File: config.mk
export PLATFORM = sky130hd
export DESIGN_NAME = comparator
export DESIGN_NICKNAME = d
export VERILOG_FILES = /design/src/rtl/comparator.sv
export SDC_FILE = /design/constraint.sdc
export NUM_CORES = 1
export LEC_CHECK = 0
export CORE_AREA = 2 2 39 41
export DETAILED_ROUTE_END_ITERATION = 16
export DIE_AREA = 0 0 41 43
export PLACE_DENSITY = 0.59
export SLEW_MARGIN = 15
export SYNTH_ARGS = -nofsm -noshare
export SYNTH_HDL_FRONTEND = slang
export SYNTH_SLANG_ARGS = --single-unit
File: constraint.sdc
create_clock -name clk -period 0.8 [get_ports clk]
set_clock_uncertainty 0.05 [all_clocks]
set_input_delay 0.08 -clock clk [delete_from_list [all_inputs] [get_ports clk]]
set_output_delay 0.08 -clock clk [all_outputs]
set_load 0.03 [all_outputs]
File: src/rtl/comparator.sv
// -----------------------------------------------------------------------------
// comparator
//
// Purpose:
//   Converts a 4-bit code {w,x,y,z} (w = MSB) into a 7-segment glyph and
//   registers it. The output stage adds one clock of latency. There is no
//   combinational path from the code inputs to the segment outputs.
//   Codes 10-15 show the hex glyphs A,b,C,d,E,F when HEX_EN = 1. When
//   HEX_EN = 0 they blank the digit. ACTIVE_LOW selects the drive polarity
//   for a common-cathode (0) or a common-anode (1) display.
//
// Parameters:
//   HEX_EN      1: codes 10-15 show hex glyphs; 0: codes 10-15 blank.
//   ACTIVE_LOW  0: a lit segment drives 1; 1: a lit segment drives 0.
//               The polarity also applies to the reset value.
//
// Ports:
//   clk         system clock, rising-edge active
//   rst_n       asynchronous active-low reset (all segments off)
//   w,x,y,z     code bits 3..0
//   a..g        segment outputs (a top, b upper right, c lower right,
//               d bottom, e lower left, f upper left, g middle)
// -----------------------------------------------------------------------------
module comparator #(
  parameter bit HEX_EN     = 1'b1,
  parameter bit ACTIVE_LOW = 1'b0
) (
  input  logic clk,
  input  logic rst_n,
  input  logic w,
  input  logic x,
  input  logic y,
  input  logic z,
  output logic a,
  output logic b,
  output logic c,
  output logic d,
  output logic e,
  output logic f,
  output logic g
);

  // Pattern for "all segments off" at the selected polarity.
  localparam logic [6:0] SEG_OFF = ACTIVE_LOW ? 7'b111_1111 : 7'b000_0000;

  logic [3:0] code;
  logic [6:0] glyph;     // active-high glyph, bit order abcdefg (a = bit 6)
  logic [6:0] seg_next;  // glyph at the output polarity
  logic [6:0] seg_q;

  assign code = {w, x, y, z};

  always_comb begin
    glyph = 7'b000_0000;
    case (code)
      4'd0:  glyph = 7'b111_1110;
      4'd1:  glyph = 7'b011_0000;
      4'd2:  glyph = 7'b110_1101;
      4'd3:  glyph = 7'b111_1001;
      4'd4:  glyph = 7'b011_0011;
      4'd5:  glyph = 7'b101_1011;
      4'd6:  glyph = 7'b101_1111;
      4'd7:  glyph = 7'b111_0000;
      4'd8:  glyph = 7'b111_1111;
      4'd9:  glyph = 7'b111_1011;
      4'd10: glyph = HEX_EN ? 7'b111_0111 : 7'b000_0000;  // A
      4'd11: glyph = HEX_EN ? 7'b001_1111 : 7'b000_0000;  // b
      4'd12: glyph = HEX_EN ? 7'b100_1110 : 7'b000_0000;  // C
      4'd13: glyph = HEX_EN ? 7'b011_1101 : 7'b000_0000;  // d
      4'd14: glyph = HEX_EN ? 7'b100_1111 : 7'b000_0000;  // E
      4'd15: glyph = HEX_EN ? 7'b100_0111 : 7'b000_0000;  // F
      default: glyph = 7'b000_0000;
    endcase
  end

  // The output polarity is applied before the register. This way the
  // registered value and the reset value use the same convention.
  assign seg_next = ACTIVE_LOW ? ~glyph : glyph;

  always_ff @(posedge clk or negedge rst_n) begin
    if (!rst_n) begin
      seg_q <= SEG_OFF;
    end else begin
      seg_q <= seg_next;
    end
  end

  assign {a, b, c, d, e, f, g} = seg_q;

endmodule

==> results of run 1 <==
==> kinds of logic after synthesis <==
family                   after synthesis  synth area share (%)
multiplexers                           6                  16.5
AND/OR/NAND/NOR                        6                  6.78
AO/OA/AOI/OAI                          6                  9.49
buffers and inverters                  8                  10.3
flip-flops                             7                  37.9
adder cells (fa/ha/maj)                7                  19.0
==> per-stage QoR <==
stage	setup slack, ps	cells	util [%]	power [uW]
final	-104	84	62.7	1140
after global routing	-127	84	62.7	1180
after CTS	-126	85	61.7	1130
after detailed placement	-819	78	52.2	748
after global placement	-815	78	52.2	736
after floorplan	-133	40	-	589
==> per-layer routing <==
| metal | wire length (um) | global-route usage, % | up-vias |
|---|---|---|---|
| met3 | 65 | 1.57 | 3 |
| li1 | - | - | 189 |
| met5 | 0 | 0 | - |
| met2 | 613 | 28.1 | 16 |
| met4 | 27 | 10.0 | 0 |
| met1 | 352 | 14.8 | 188 |
==> cells in the final DEF (no fill, tap or decap), types with 2 or more instances in the layout <==
master,n
buf_4,11
buf_6,10
dfrtp_1,7
ha_4,5
clkbuf_4,3
nand2b_1,2
a21oi_2,2
nor2_1,2
inv_1,2
mux2_4,2
mux2i_1,2
buf_8,2
==> what timing repair did <==
action,4_1_cts,5_1_grt
endpoints found under the setup margin,14,13
gates resized for setup,32,6
pin swaps,5,4
buffers inserted,3,0
==> synthesized netlist by cell type <==
master     count  area [sq um]
mux2_1         1          11.3
dfrtp_1        7           175
a21oi_1        2          10.0
inv_4          1          6.26
inv_1          5          18.8
ha_1           7          87.6
nand2b_1       3          18.8
nor3_1         1          5.00
buf_6          2          22.5
nor2_1         2          7.51
a32oi_1        1          8.76
mux4_2         1          22.5
a22oi_1        1          7.51
mux2i_1        2          20.0
mux2_2         2          22.5
a2bb2oi_1      1          8.76
a31o_2         1          8.76
==> worst paths after layout <==
path,startpoint,end,slack (ps),cells past startpoint
min in group clk,y,seg_q[0],190,4
max in group asynchronous,rst_n,seg_q[4],440,1
worst max-delay path,z,seg_q[3],-100,5
worst min-delay path,rst_n,seg_q[0],30,1
==> power by group through the flow <==
stage	clock network (uW)	registers [uW]	logic, uW
2_1_floorplan	0	462	127
3_3_place_gp	0	398	338
3_5_place_dp	0	399	349
4_1_cts	324	399	411
5_1_grt	335	401	442
6_report	330	399	413
==> layout make-up <==
type | instances | area, sq um
multi-input combinational | 25 | 345
inverter | 6 | 45.0
fill | 114 | 517
clock buffer | 4 | 26.3
sequential | 7 | 175
tap | 16 | 20.0
timing repair buffer | 26 | 255
==> results.toml, run 1 <==
[outcome]
status = "finished, violations left"
violations = "setup timing"

[sta]
relSlewSlack_pct = 79.1
worst_pin_slew_ps = 313
min_period_ps = 904
setup_slack_ps = -104
rsz0062_at_grt = "yes"
setup_viol = 11
final.period_utilization_pct = 113
hold_ws_ps = 26.4
drv_slew = 0
hold_violations = 0
fin_tns_setup_ps = -858
fmax_ghz = 1.11

[routing]
viasPerCell = 4.71
via_count = 396
drt_iter0_drc = 6
ant_nets = 0
drt_wl_total_um = 1060
first_pass_iters = 4
post-route-drc-count = 0
wl_per_cell_um = 12.6

[floorplan]
start_util_pct = 33.4
fp.dieArea_sq_mm = 0.00176
die_h_um = 43
io_pins = 13
core_area_sq_mm = 0.00138
num_rows = 14
die_x_um = 41

[critical_path]
cp_max_fo = 3
cp.arrival_ps = 980
cpMostUsedCell = "buf_8"
critPathLaunchType = "input pin"
cp-end-kind = "flop"
crit_buf_inv = 3
crit_type = "input pin to flop"
slowest_stage = "mux4_2"
crit_family = "multiplexers"
cpPeakStageDelay_ps = 440
cp.required_ps = 880
cp_cell_sequence = "buf_8 > buf_8 > inv_12 > ha_4 > mux4_2"

[synth]
synth.distinct_cells = 17
ys_seq_area_share_pct = 37.9
synthCells = 40
syn-num-nets = 53
syn_area_per_cell_sq_um = 11.5
syn-cell-area_sq_um = 462
yosysWarnings = 0
ys_ff_latch = 7

[layout]
largest_reg_flops = 7
largestRegisters = "seg_q (7)"
areaGrowthSynthToFinish_pct = 87.8
design_area_sq_um = 867
regMostFlops = "seg_q"
nets = 82
final_layout_size_suffix_gt1_share_pct = 69.1
num_antenna_cells = 0

[clock_network]
cts_tree = "yes"
clockBufferDepth = 2
cts_hold_buf = 0
cts_made_buffers = 3
cts.sinks = 7
cts.htree.levels = 1
clock-root-buffer = "clkbuf_4"
clk_pin_slew_worst_paths_ps = 50

[power_and_ir_drop]
swShare_pct = 30.6
power_frac_comb_pct = 36.2
p_leak_uw = 0.000378
switchingPower_uw = 349
power_density_mw_per_mm2 = 1320
seq_power_share_pct = 34.9
ir_drop_uv = 473
clkPwrFrac_pct = 28.9
power.internal_uw = 793

[placed_design]
hpwl_um = 856
placed_cell_area_sq_um = 722
gp_congestion = 0.794
io_buffers = 12

[flow_run]
maxCapViolCount = 0

[global_route]
track_usage_pct = 15.5
grt_pass1_vias = 437
grt_max_degree = 9
antenna_found_initial = 0
grt_pass1_wl_um = 1810
grt_overflow = 0

[min_path]
min_path_type = "input pin to asynchronous set/reset pin"
Power figures use the tool's default switching activity.
==> inputs of run 2 (changes only) <==
Settings changed: HOLD_SLACK_MARGIN set to 0.02.
==> results of run 2 <==
Final layout, timing and power as in run 1 (identical DEF).
==> inputs of run 3 (changes only) <==
Settings changed: CAP_MARGIN set to 20, PLACE_DENSITY 0.59 to 0.65.
==> results.toml, run 3 (synthesized netlist as in run 1, its figures left out) <==
[layout]
areaGrowthSynthToFinish_pct = 87.5
final_common_cell = "buf_6"
regMostFlops = "seg_q"
final_cell_mix = "11 x buf_6, 10 x buf_4, 7 x dfrtp_1, 5 x ha_4"
num_antenna_cells = 0
largest_reg_flops = 7
seqCellArea_sq_um = 175
final_layout_size_suffix_gt1_share_pct = 64.7
nets = 82
multiInputGateArea_sq_um = 342
fillers = 127
design_area_sq_um = 866
largestRegisters = "seg_q (7)"

[floorplan]
core_area_sq_mm = 0.00138
fp.dieArea_sq_mm = 0.00176
num_rows = 14
die_x_um = 41
io_pins = 13
die_h_um = 43
start_util_pct = 33.4

[sta]
final.period_utilization_pct = 114
setup_slack_ps = -114
hold_violations = 0
fmax_ghz = 1.09
setup_viol = 10
min_period_ps = 914
relSlewSlack_pct = 80.6
drv_slew = 0
rsz0062_at_grt = "yes"
worst_pin_slew_ps = 289

[critical_path]
crit_buf_inv = 3
worst-path-stages = 5
cp_cell_sequence = "buf_6 > buf_12 > inv_12 > ha_4 > mux4_2"
cpPeakStageDelay_ps = 440
cp.arrival_ps = 980
cp-startpoint = "z"
slowest_stage = "mux4_2"
cp-endpoint = "seg_q[3]"
crit_family = "multiplexers"
critPathLaunchType = "input pin"
cp-end-kind = "flop"
crit_type = "input pin to flop"
cp.required_ps = 870
cp_max_fo = 3

[routing]
first_pass_iters = 3
viasPerCell = 4.63
ant_nets = 0
drt_iter0_drc = 2
post-route-drc-count = 0
drt_wl_total_um = 943
via_count = 389
wl_per_cell_um = 11.2

[global_route]
grt_pass1_wl_um = 1580
antenna_found_initial = 0
track_usage_pct = 13.5
grt_pass1_vias = 390
grt_max_degree = 9
grt_overflow = 0

[outcome]
violations = "setup timing"
status = "finished, violations left"

[clock_network]
cts.sinks = 7
clk_pin_slew_worst_paths_ps = 50
clock-root-buffer = "clkbuf_4"
cts_made_buffers = 3
cts.htree.levels = 1
cts_tree = "yes"
cts_hold_buf = 0
clockBufferDepth = 2

[placed_design]
placed_cell_area_sq_um = 734
dpl_worst_slack_ps = -829
gp_congestion = 0.717
io_buffers = 12
hpwl_um = 722

[min_path]
min_path_type = "input pin to asynchronous set/reset pin"

[flow_run]
maxCapViolCount = 0

[power_and_ir_drop]
p_total_uw = 1120
power_density_mw_per_mm2 = 1290
p_leak_uw = 0.000383
ir_drop_uv = 432
## run 3: cell count changes in the layout (fill, tap and decap cells not counted), sizes merged
cell,previous run,this run
buf,23,24
clkdlybuf4s15,1,0
## run 3: power by group
group          switching (uW)  internal [uW]
combinational             192            216
clock                     121            190
sequential               12.6            385
total                     325            790
## run 3: worst min-delay path by stage
| stage | end | cells after the start | startpoint | slack (ps) |
|---|---|---|---|---|
| 2_1_floorplan | seg_q[0] | 0 | rst_n | -270 |
| 3_5_place_dp | seg_q[4] | 1 | rst_n | 300 |
| 3_3_place_gp | seg_q[0] | 1 | rst_n | 300 |
| 6_report | seg_q[5] | 1 | rst_n | 30 |
| 5_1_grt | seg_q[4] | 1 | rst_n | 60 |
| 4_1_cts | seg_q[4] | 1 | rst_n | 40 |
## run 3: repair_timing
action / CTS / global route
gates resized for setup: 31 / 6
pin swaps: 5 / 4
endpoints found under the setup margin: 14 / 13
setup buffers: 2 / 1
## run 3: per-layer routing
metal	part of all wire (%)	wire, um	track usage, %	up-vias
met3	5.2	49	1.57	3
met1	36	337	14.0	183
li1	-	-	-	189
met2	57	540	23.8	14
met5	0	0	0	-
met4	1.6	15	8.00	0
## run 3: final cells by class
type,count,area share (%)
Clock buffer,4,3.03
Inverter,6,5.20
Multi-Input combinational cell,25,39.5
Sequential cell,7,20.2
Tap cell,16,2.31
Timing Repair Buffer,26,29.8
## run 3: through the flow
step	hold slack [ps]	util, %	std cells	setup TNS (ps)
floorplan	-266	-	40	-133
global placement	295	53.1	78	-4890
detailed placement	301	53.1	78	-4920
CTS	41.6	62.2	84	-804
global route	55.3	62.6	84	-1030
finish	31.0	62.6	84	-734
